## src/rtl/pipe_stage_reg.sv

```systemverilog
// ============================================================================
// Module   : pipe_stage_reg
// Purpose  : Pipeline stage register with stall, flush, valid/ready handshake
//            and a saturating stall counter. Define PIPE_STAGE_SKID_EN to add
//            a one-entry skid buffer and a registered in_ready.
// Revision : 1.0 - initial release
// ============================================================================
`default_nettype none

module pipe_stage_reg #(
  parameter int DATA_W = 16,
  parameter int CTRL_W = 3,
  parameter int CNT_W  = 8
) (
  input  logic              clk,
  input  logic              rst_n,
  input  logic              stall,
  input  logic              flush,
  input  logic              in_valid,
  input  logic [DATA_W-1:0] in_data,
  input  logic [CTRL_W-1:0] in_ctrl,
  output logic              in_ready,
  output logic              out_valid,
  output logic [DATA_W-1:0] out_data,
  output logic [CTRL_W-1:0] out_ctrl,
  input  logic              clr_cnt,
  output logic [CNT_W-1:0]  stall_cnt
);

  localparam logic [CNT_W-1:0] c_cnt_max = '1;

  logic              r_valid;
  logic [DATA_W-1:0] r_data;
  logic [CTRL_W-1:0] r_ctrl;
  logic [CNT_W-1:0]  r_stall_cnt;
  logic [CTRL_W-1:0] w_ctrl_in;

  // A bubble must never carry live control bits downstream.
  assign w_ctrl_in = in_valid ? in_ctrl : '0;

`ifdef PIPE_STAGE_SKID_EN
  logic              r_skid_valid;
  logic [DATA_W-1:0] r_skid_data;
  logic [CTRL_W-1:0] r_skid_ctrl;
  logic              w_adv;
  logic              w_acc;

  // An empty main register may advance even under stall (bubble collapse).
  assign w_adv    = ~stall | ~r_valid;
  assign w_acc    = in_valid & in_ready;
  assign in_ready = ~r_skid_valid;

  always_ff @(posedge clk) begin
    if (!rst_n) begin
      r_valid      <= 1'b0;
      r_data       <= '0;
      r_ctrl       <= '0;
      r_skid_valid <= 1'b0;
      r_skid_data  <= '0;
      r_skid_ctrl  <= '0;
    end else if (flush) begin
      r_valid      <= 1'b0;
      r_ctrl       <= '0;
      r_skid_valid <= 1'b0;
    end else if (w_adv) begin
      if (r_skid_valid) begin
        r_valid      <= 1'b1;
        r_data       <= r_skid_data;
        r_ctrl       <= r_skid_ctrl;
        r_skid_valid <= 1'b0;
      end else begin
        r_valid <= in_valid;
        r_data  <= in_data;
        r_ctrl  <= w_ctrl_in;
      end
    end else if (w_acc) begin
      r_skid_valid <= 1'b1;
      r_skid_data  <= in_data;
      r_skid_ctrl  <= in_ctrl;
    end
  end
`else
  assign in_ready = ~stall;

  always_ff @(posedge clk) begin
    if (!rst_n) begin
      r_valid <= 1'b0;
      r_data  <= '0;
      r_ctrl  <= '0;
    end else if (flush) begin
      r_valid <= 1'b0;
      r_ctrl  <= '0;
    end else if (!stall) begin
      r_valid <= in_valid;
      r_data  <= in_data;
      r_ctrl  <= w_ctrl_in;
    end
  end
`endif

  // Clear wins over a simultaneous increment; count sticks at all-ones.
  always_ff @(posedge clk) begin
    if (!rst_n) begin
      r_stall_cnt <= '0;
    end else if (clr_cnt) begin
      r_stall_cnt <= '0;
    end else if (stall && r_valid && !flush && (r_stall_cnt != c_cnt_max)) begin
      r_stall_cnt <= r_stall_cnt + 1'b1;
    end
  end

  assign out_valid = r_valid;
  assign out_data  = r_data;
  assign out_ctrl  = r_ctrl;
  assign stall_cnt = r_stall_cnt;

endmodule

`default_nettype wire

```

## config.mk

```make
export PLATFORM = sky130hd
export DESIGN_NAME = pipe_stage_reg
export DESIGN_NICKNAME = d
export VERILOG_FILES = /design/src/rtl/pipe_stage_reg.sv
export SDC_FILE = /design/constraint.sdc
export NUM_CORES = 1
export LEC_CHECK = 0
export CORE_ASPECT_RATIO = 1.2
export CORE_MARGIN = 10
export CORE_UTILIZATION = 30
export CTS_CLUSTER_DIAMETER = 200
export CTS_CLUSTER_SIZE = 12
export DETAILED_ROUTE_END_ITERATION = 6
export PLACE_DENSITY_LB_ADDON = 0.15
export SETUP_SLACK_MARGIN = 0.1
export SLEW_MARGIN = 20
export SYNTH_ARGS = -nofsm -noshare
export SYNTH_HDL_FRONTEND = slang
export SYNTH_SLANG_ARGS = --single-unit
```

## constraint.sdc

```tcl
create_clock -name clk -period 1.95 [get_ports clk]
set_clock_uncertainty 0.1 [all_clocks]
set_input_delay 0.4875 -clock clk [delete_from_list [all_inputs] [get_ports clk]]
set_output_delay 0.4875 -clock clk [all_outputs]
set_load 0.1 [all_outputs]
```

# --- Word level (Yosys, flattened, before mapping) ---
# Index checks and enable logic that the tools add are counted.
word_totals:
  wordCells: 17
  ff_bits: 28
  output_inout_bits: 29
  inputBits: 25
classes:
  n_addsub: 1
  mux: 1
  n_bitwise: 3
  reduce_logical: 7
  eq_ne: 1
ops:
  columns: ["cell", "count"]
  rows:
  - ["adder 8 x 1 -> 8 bit (second input constant)", 1]
  - ["inequality test 8 bit (second input constant)", 1]
  - ["OR reduction 2 bit", 2]
  - ["logical AND 1 bit", 3]
  - ["2-to-1 mux 3 bit", 1]
  - ["inverter 1 bit", 3]
  - ["AND reduction 2 bit", 1]
  - ["logical NOT 1 bit", 1]

# --- Logic depth before layout (Yosys ltp) ---
# Gate-level depths: netlist of the first run.
logic_depth:
  word_depth: 3
  depth_mapped: 6
  mapped_depth_nobuf: 5

# --- Worst setup path before layout of the first run ---
# Ideal clock, no wire load.
synth_path:
  path_kind: "flip-flop to flip-flop"
  start: "reg r_stall_cnt[0], in the netlist stall_cnt[0]"
  end: "reg r_stall_cnt[1], in the netlist stall_cnt[1]"
  setup_ns: 0.124
  t_arrival_ns: 2.038
  path_slack_ns: -0.312
  n_path_buf: 0
  t_required_ns: 1.726
  period_less_slack_ns: 2.262
  path_stages_with_launch: 6
  path_cell_list: "dfxtp_1 > ha_1 > nand2_2 > o31ai_4 > mux2i_1 > nor2_1"
synth_between:
  elab_chain_len: 2
  elab_cells_between_ends: 3
  classes_between: "1 x add/sub; 1 x eq/ne; 1 x reduce/logical"
synth_rtl:
  columns: ["element", "line", "rtl"]
  rows:
  - ["from (decl)", "35", "logic [CNT_W-1:0] r_stall_cnt;"]
  - ["from (signal assigned)", "108", "r_stall_cnt <= r_stall_cnt + 1'b1;"]
  - ["branches (longest 2 deep; another with adder 8 x 1 -> 8 bit)", null, null]
# Several ways; the timed one is not identified.
# A chain may end at the register's enable or synchronous reset.

# --- Worst setup path in the final report of the first run ---
layout_path:
  start: "in flush"
  end: "reg r_stall_cnt[7], in the netlist stall_cnt[7]"
layout_between:
  elab_chain_len: 3
layout_rtl:
  columns: ["element", "line", "rtl"]
  rows:
  - ["from (decl)", "18", "input logic flush,"]
  - ["logical NOT 1 bit", "107", "end else if (stall && r_valid && !flush && (r_stall_cnt != c_cnt_max)) begin"]
  - ["logical AND 1 bit (2 in series)", "107", null]
# Every way passes these cells.

==> results of run 1 <==
[power groups by stage]
stage | combinational, mW | sequential, mW | clock (mW)
final | 0.316 | 0.606 | 0.460
after floorplan | 0.0589 | 0.733 | 0
after detailed placement | 0.316 | 0.620 | 0
after CTS | 0.319 | 0.607 | 0.470
after global placement | 0.313 | 0.619 | 0
after global routing | 0.330 | 0.609 | 0.496
[per-layer routing]
layer | wire length [µm] | share of wire | track usage
met1 | 1280 | 0.40 | 0.0998
met2 | 1610 | 0.50 | 0.162
met3 | 294 | 0.091 | 0.0446
met4 | 57 | 0.018 | 0.0515
met5 | 0 | 0 | 0
[through the flow]
step | area, µm² | worst slack (ns) | instances | utilization
floorplan | 1190 | 0.0696 | 132 | -
global placement | 2050 | 0.0188 | 234 | 0.551
detailed placement | 2050 | -0.0289 | 234 | 0.551
CTS | 2130 | 0.268 | 239 | 0.573
global route | 2130 | 0.113 | 239 | 0.573
finish | 2130 | 0.245 | 239 | 0.573
[registers in the layout, indices dropped and copies added (netlist names)]
name       cells
out_valid      1
stall_cnt      8
out_ctrl       3
out_data      16
[cells in the mapped netlist, drive strengths merged]
cell    instances
xor2            1
a211oi          1
a21oi           3
nand3b          1
nand3           2
nand2          36
and3            1
mux2i           3
nor2           11
clkbuf          1
nand4           2
o31ai           1
buf             5
a21boi         16
o311a           1
inv             2
nand2b          2
a31oi           1
dfxtp          28
a22oi           3
nor2b           1
and3b           1
or2             1
nor3            4
a311oi          1
o2111a          1
o21ai           1
ha              1
[final timing paths]
path / from / end / slack [ns] / cells past startpoint
max: flush / stall_cnt[7] / 0.25 / 5
min: out_data[14] / out_data[14] / 0.40 / 2
max reg2reg: stall_cnt[0] / stall_cnt[1] / 0.38 / 5
min reg2reg: out_data[14] / out_data[14] / 0.40 / 2
[cells by family after synthesis]
kind of cell | after synthesis | synth area share
simple gates | 62 | 0.242
flops | 28 | 0.476
xor+xnor | 1 | 0.00743
mux | 3 | 0.0255
fa+ha+maj | 1 | 0.0106
buf+inv | 8 | 0.0456
compound gates | 29 | 0.193
[repair_timing]
item | 4_1_cts | 5_1_grt
endpoints found under the setup margin | 1 | 0
resized for setup | 3 | 0
buffers inserted | 1 | 0
endpoints found under the hold margin | 0 | 0
[worst max-delay path, cell delays in order]
cell and delay, ns:
sky130_fd_sc_hd__clkdlybuf4s50_1 0.49, sky130_fd_sc_hd__nand3b_1 0.25, sky130_fd_sc_hd__nor2_2 0.20, sky130_fd_sc_hd__a31oi_1 0.11, sky130_fd_sc_hd__a311oi_1 0.24
[layout make-up]
class | instances | area share
clock buffer | 3 | 0.0194
sequential | 28 | 0.268
clock inverter | 1 | 0.0141
tap | 52 | 0.0305
multi-input combinational | 96 | 0.265
inverter | 2 | 0.00352
timing repair buffer | 57 | 0.400
==> results.yml, run 1 <==
floorplan:
  effective_utilization_at_floorplan: 0.317
  fp.coreArea_um2: 3720
  num_io_pins: 54
  std_cell_rows: 24
  die_area_um2: 6850
  die_width_um: 77.2
  chipHeight_um: 88.7
timing:
  rsz0062_at_grt: "false"
  worst_pin_slew_ns: 0.366
  relSlewSlack: 0.755
  final_max_slew_viol_count: 0
  final_min_period_over_clock_period: 0.874
  finalSetupViolations: 0
  holdWs_ns: 0.395
  timing.final.hold_violations: 0
  layout_min_cycle_time_ns: 1.70
  fin_tns_setup_ns: 0
  max_freq_mhz: 587
power:
  power_frac_comb: 0.228
  internal_power_mw: 0.996
  total_power_mw: 1.38
  power_density_nw_per_um2: 647
  leakage_power_figure_nw: 0.793
  p_switching_mw: 0.385
  switching_share: 0.279
  power.share.clock: 0.333
  seqPwrFrac: 0.439
  worst_ir_drop_on_vdd_uv: 339
placed_design:
  place.detailed.hpwl_mm: 2.60
  place_congestion: 0.844
  port-buffer-count: 53
route:
  drt_first_iter_violations: 49
  drc_errors: 0
  postRouteWirelength_mm: 3.25
  avgRoutedWirePerCell_um: 13.6
  route.vias.total: 1104
  via_per_inst: 4.62
  antenna_left: 0
  first_pass_iters: 4
worst_setup_path:
  critPathLaunchType: "primary input"
  setup.worst_path.class: "in2reg"
  worst_ep_required_time_ns: 2.03
  critical_path.max_fanout: 5
  critPathCaptureType: "register"
  timing.critical_path.arrival_ns: 1.79
clocking:
  cts.hold.buffers_added: 0
  clock_tree.buffer_depth: 2
  cts_buf_count: 3
  h-tree-depth: 1
  cts_tree: "yes"
  clkSlewWorstSetupHoldPaths_ns: 0.10
  cts.root.buffer_cell: "sky130_fd_sc_hd__clkbuf_8"
  clkSinkCount: 28
  clk_latency_ns: 0.27
final_layout:
  layout_commonest_cell: "sky130_fd_sc_hd__nand2_1"
  multiInputGateArea_um2: 564
  final_nets: 214
  syn2layout_area_growth_pct: 81.0
  num_antenna_cells: 0
  mostFrequentLayoutCells: "35 x sky130_fd_sc_hd__nand2_1, 29 x sky130_fd_sc_hd__buf_12, 23 x sky130_fd_sc_hd__clkdlybuf4s50_1, 19 x sky130_fd_sc_hd__dfxtp_1"
  layout-drive-gt1-share: 0.289
  seqCellArea_um2: 572
  layout.filler_cells: 349
global_route:
  overall_track_demand_over_capacity_in_global_routing: 0.0965
  global_route.overflow_total: 0
  antenna_found_initial: 0
  first_global_vias: 1136
  first_pass_grt_wire_length_mm: 5.26
  grt_max_degree: 17
synthesis:
  syn_nets: 158
  netlist-cell-type-count: 35
  postSynthCellCount: 132
  avgSynthCellArea_um2: 8.93
  synth-seq-area-share: 0.476
  yosysTopAreaCellShare: 0.476
  ys.warnings.count: 0
  post_synthesis_register_bit_count: 28
  synth_area_um2: 1180
  leading_area_contributor_after_synthesis: "sky130_fd_sc_hd__dfxtp_1"
  synth_area_leaders: "sky130_fd_sc_hd__dfxtp_1 48%, sky130_fd_sc_hd__nand2_1 11%, sky130_fd_sc_hd__a21boi_1 5.7%"
hold_path:
  min_delay_worst_type: "reg2reg"
flow_run:
  max_cap_violations: 0
run_status:
  status: "completed"
(Power assumes the default switching activity.)
==> run 2, diff against run 1 <==
--- a/config.mk
+++ b/config.mk
@@ -6,12 +6,10 @@
 export NUM_CORES = 1
 export LEC_CHECK = 0
 export CORE_ASPECT_RATIO = 1.2
-export CORE_MARGIN = 10
 export CORE_UTILIZATION = 30
 export CTS_CLUSTER_DIAMETER = 200
 export CTS_CLUSTER_SIZE = 12
 export DETAILED_ROUTE_END_ITERATION = 6
-export PLACE_DENSITY_LB_ADDON = 0.15
 export SETUP_SLACK_MARGIN = 0.1
 export SLEW_MARGIN = 20
 export SYNTH_ARGS = -nofsm -noshare
==> run 2 against run 1 <==
Against the previous run:
- fmax grew 2.0%
- core utilization up 0.36 points
- combinational power barely moved
- sequential share of layout area hardly changed
- die area decreased by 39%
- via count is 2.1% lower
- first-iteration DRC count shrank 65%
- clock-buffer cell count did not move
- critical path type unchanged
- largest cell class unchanged
==> results.yml, run 2 (synthesis results as in run 1) <==
floorplan:
  fp.coreArea_um2: 3690
  std_cell_rows: 24
  die_width_um: 59.2
  chipHeight_um: 70.7
  effective_utilization_at_floorplan: 0.319
  num_io_pins: 54
  die_area_um2: 4180
worst_setup_path:
  timing.critical_path.arrival_ns: 1.72
  worst_ep_required_time_ns: 2.00
  cp_cell_sequence: "clkdlybuf4s50_1 -> nand3b_1 -> nor3_1 -> mux2i_1 -> nor2_1"
  critPathBufInv: 1
  cell_with_the_biggest_individual_delay_on_the_critical_path: "sky130_fd_sc_hd__clkdlybuf4s50_1"
  critical_path.max_fanout: 4
  path_delay_family: "simple AND/OR/NAND/NOR gates"
  setup.worst_path.class: "in2reg"
  critPathCaptureType: "register"
  critPathLaunchType: "primary input"
  cp_max_stage_delay_ns: 0.45
final_layout:
  largest_register_ff_count: 16
  finished_layout_cells: 239
  layout-drive-gt1-share: 0.283
  layout_commonest_cell: "sky130_fd_sc_hd__nand2_1"
  syn2layout_area_growth_pct: 80.7
  final_nets: 214
  postLayoutCoreUtil: 0.577
  mostFrequentLayoutCells: "35 x sky130_fd_sc_hd__nand2_1, 29 x sky130_fd_sc_hd__buf_12, 23 x sky130_fd_sc_hd__clkdlybuf4s50_1, 19 x sky130_fd_sc_hd__dfxtp_1"
  num_antenna_cells: 0
global_route:
  first_global_vias: 1061
  first_pass_grt_wire_length_mm: 4.79
  overall_track_demand_over_capacity_in_global_routing: 0.149
  grt_max_degree: 17
  global_route.overflow_total: 0
  antenna_found_initial: 0
hold_path:
  min_delay_worst_type: "reg2reg"
power:
  switching_share: 0.272
  worst_ir_drop_on_vdd_uv: 448
  seqPwrFrac: 0.444
  power.share.clock: 0.326
  internal_power_mw: 0.995
  total_power_mw: 1.37
  power_frac_comb: 0.230
  p_switching_mw: 0.372
  power_density_nw_per_um2: 642
  leakage_power_figure_nw: 0.793
route:
  drc_errors: 0
  antenna_left: 0
  dr.max_layer_used: "met4"
  drt_first_iter_violations: 17
  via_per_inst: 4.52
  met2_length_mm: 1.62
  met3_wire_length_um: 132
  postRouteWirelength_mm: 2.96
  route.vias.total: 1081
  first_pass_iters: 5
  routedLengthMet1_mm: 1.17
  avgRoutedWirePerCell_um: 12.4
clocking:
  clkSinkCount: 28
  cts_buf_count: 3
  post-cts-setup-buffers: 0
  clkSlewWorstSetupHoldPaths_ns: 0.09
  clock_tree.buffer_depth: 2
  h-tree-depth: 1
  cts.root.buffer_cell: "sky130_fd_sc_hd__clkbuf_8"
  clk_latency_ns: 0.27
  cts_tree: "yes"
flow_run:
  max_cap_violations: 0
placed_design:
  place_congestion: 0.739
  preCtsSetupSlack_ns: -0.0421
  port-buffer-count: 53
  place.detailed.hpwl_mm: 2.39
  dp.cells: 235
timing:
  final_max_slew_viol_count: 0
  rsz0062_at_grt: "false"
  final_min_period_over_clock_period: 0.857
  relSlewSlack: 0.743
  max_freq_mhz: 598
  worst_pin_slew_ns: 0.384
  layout_min_cycle_time_ns: 1.67
  finalSetupViolations: 0
  timing.final.hold_violations: 0
  fin_ws_ns: 0.279
run_status:
  status: "completed"
-- run 2: cell counts in the layout (fill, tap and decap cells not counted) --
No cell type changed its count.
-- run 2: per-stage QoR --
stage	hold slack [ns]	cell area, µm²	TNS, ns
2_1_floorplan	0.522	1190	0
3_3_place_gp	0.379	2060	0
3_5_place_dp	0.384	2060	-0.0478
4_1_cts	0.398	2130	0
5_1_grt	0.422	2130	0
6_report	0.396	2130	0
-- run 2: worst paths after layout --
| check | from | endpoint | slack [ns] | cells after the start |
|---|---|---|---|---|
| hold reg to reg | out_data[6] | out_data[6] | 0.40 | 2 |
| hold / removal | out_data[6] | out_data[6] | 0.40 | 2 |
| setup reg to reg | stall_cnt[0] | stall_cnt[1] | 0.37 | 5 |
| setup / recovery | flush | stall_cnt[5] | 0.28 | 5 |
-- run 2: per-layer routing --
layer	global-route usage	vias to the layer above
met3	0.0274	2
met5	0	-
met1	0.165	485
li1	-	560
met2	0.271	34
met4	0.0608	0
-- run 2: power by group through the flow --
| stage | clock, mW | combinational, mW | sequential (mW) |
|---|---|---|---|
| 2_1_floorplan | 0 | 0.0589 | 0.733 |
| 3_3_place_gp | 0 | 0.314 | 0.620 |
| 3_5_place_dp | 0 | 0.317 | 0.620 |
| 4_1_cts | 0.460 | 0.317 | 0.607 |
| 5_1_grt | 0.483 | 0.327 | 0.609 |
| 6_report | 0.446 | 0.314 | 0.607 |
-- run 2: worst register-to-register path: stages, from the launching register on --
cell and delay, ns:
sky130_fd_sc_hd__dfxtp_2 0.40, sky130_fd_sc_hd__ha_1 0.30, sky130_fd_sc_hd__nand2_2 0.12, sky130_fd_sc_hd__o31ai_4 0.30, sky130_fd_sc_hd__mux2i_1 0.21, sky130_fd_sc_hd__nor2_1 0.05
-- run 2: timing repair --
item / in CTS / in global routing
hold buffers: 0 / 0
setup endpoints to repair: 1 / 0
gates resized for setup: 1 / 0
-- run 2: layout make-up --
| type | instances | area (µm²) |
|---|---|---|
| Clock buffer | 3 | 41.3 |
| Timing Repair Buffer | 57 | 850 |
| Clock inverter | 1 | 30.0 |
| Tap cell | 52 | 65.1 |
| Fill cell | 321 | 1560 |
| Multi-Input combinational cell | 96 | 564 |
| Inverter | 2 | 7.51 |
| Sequential cell | 28 | 572 |
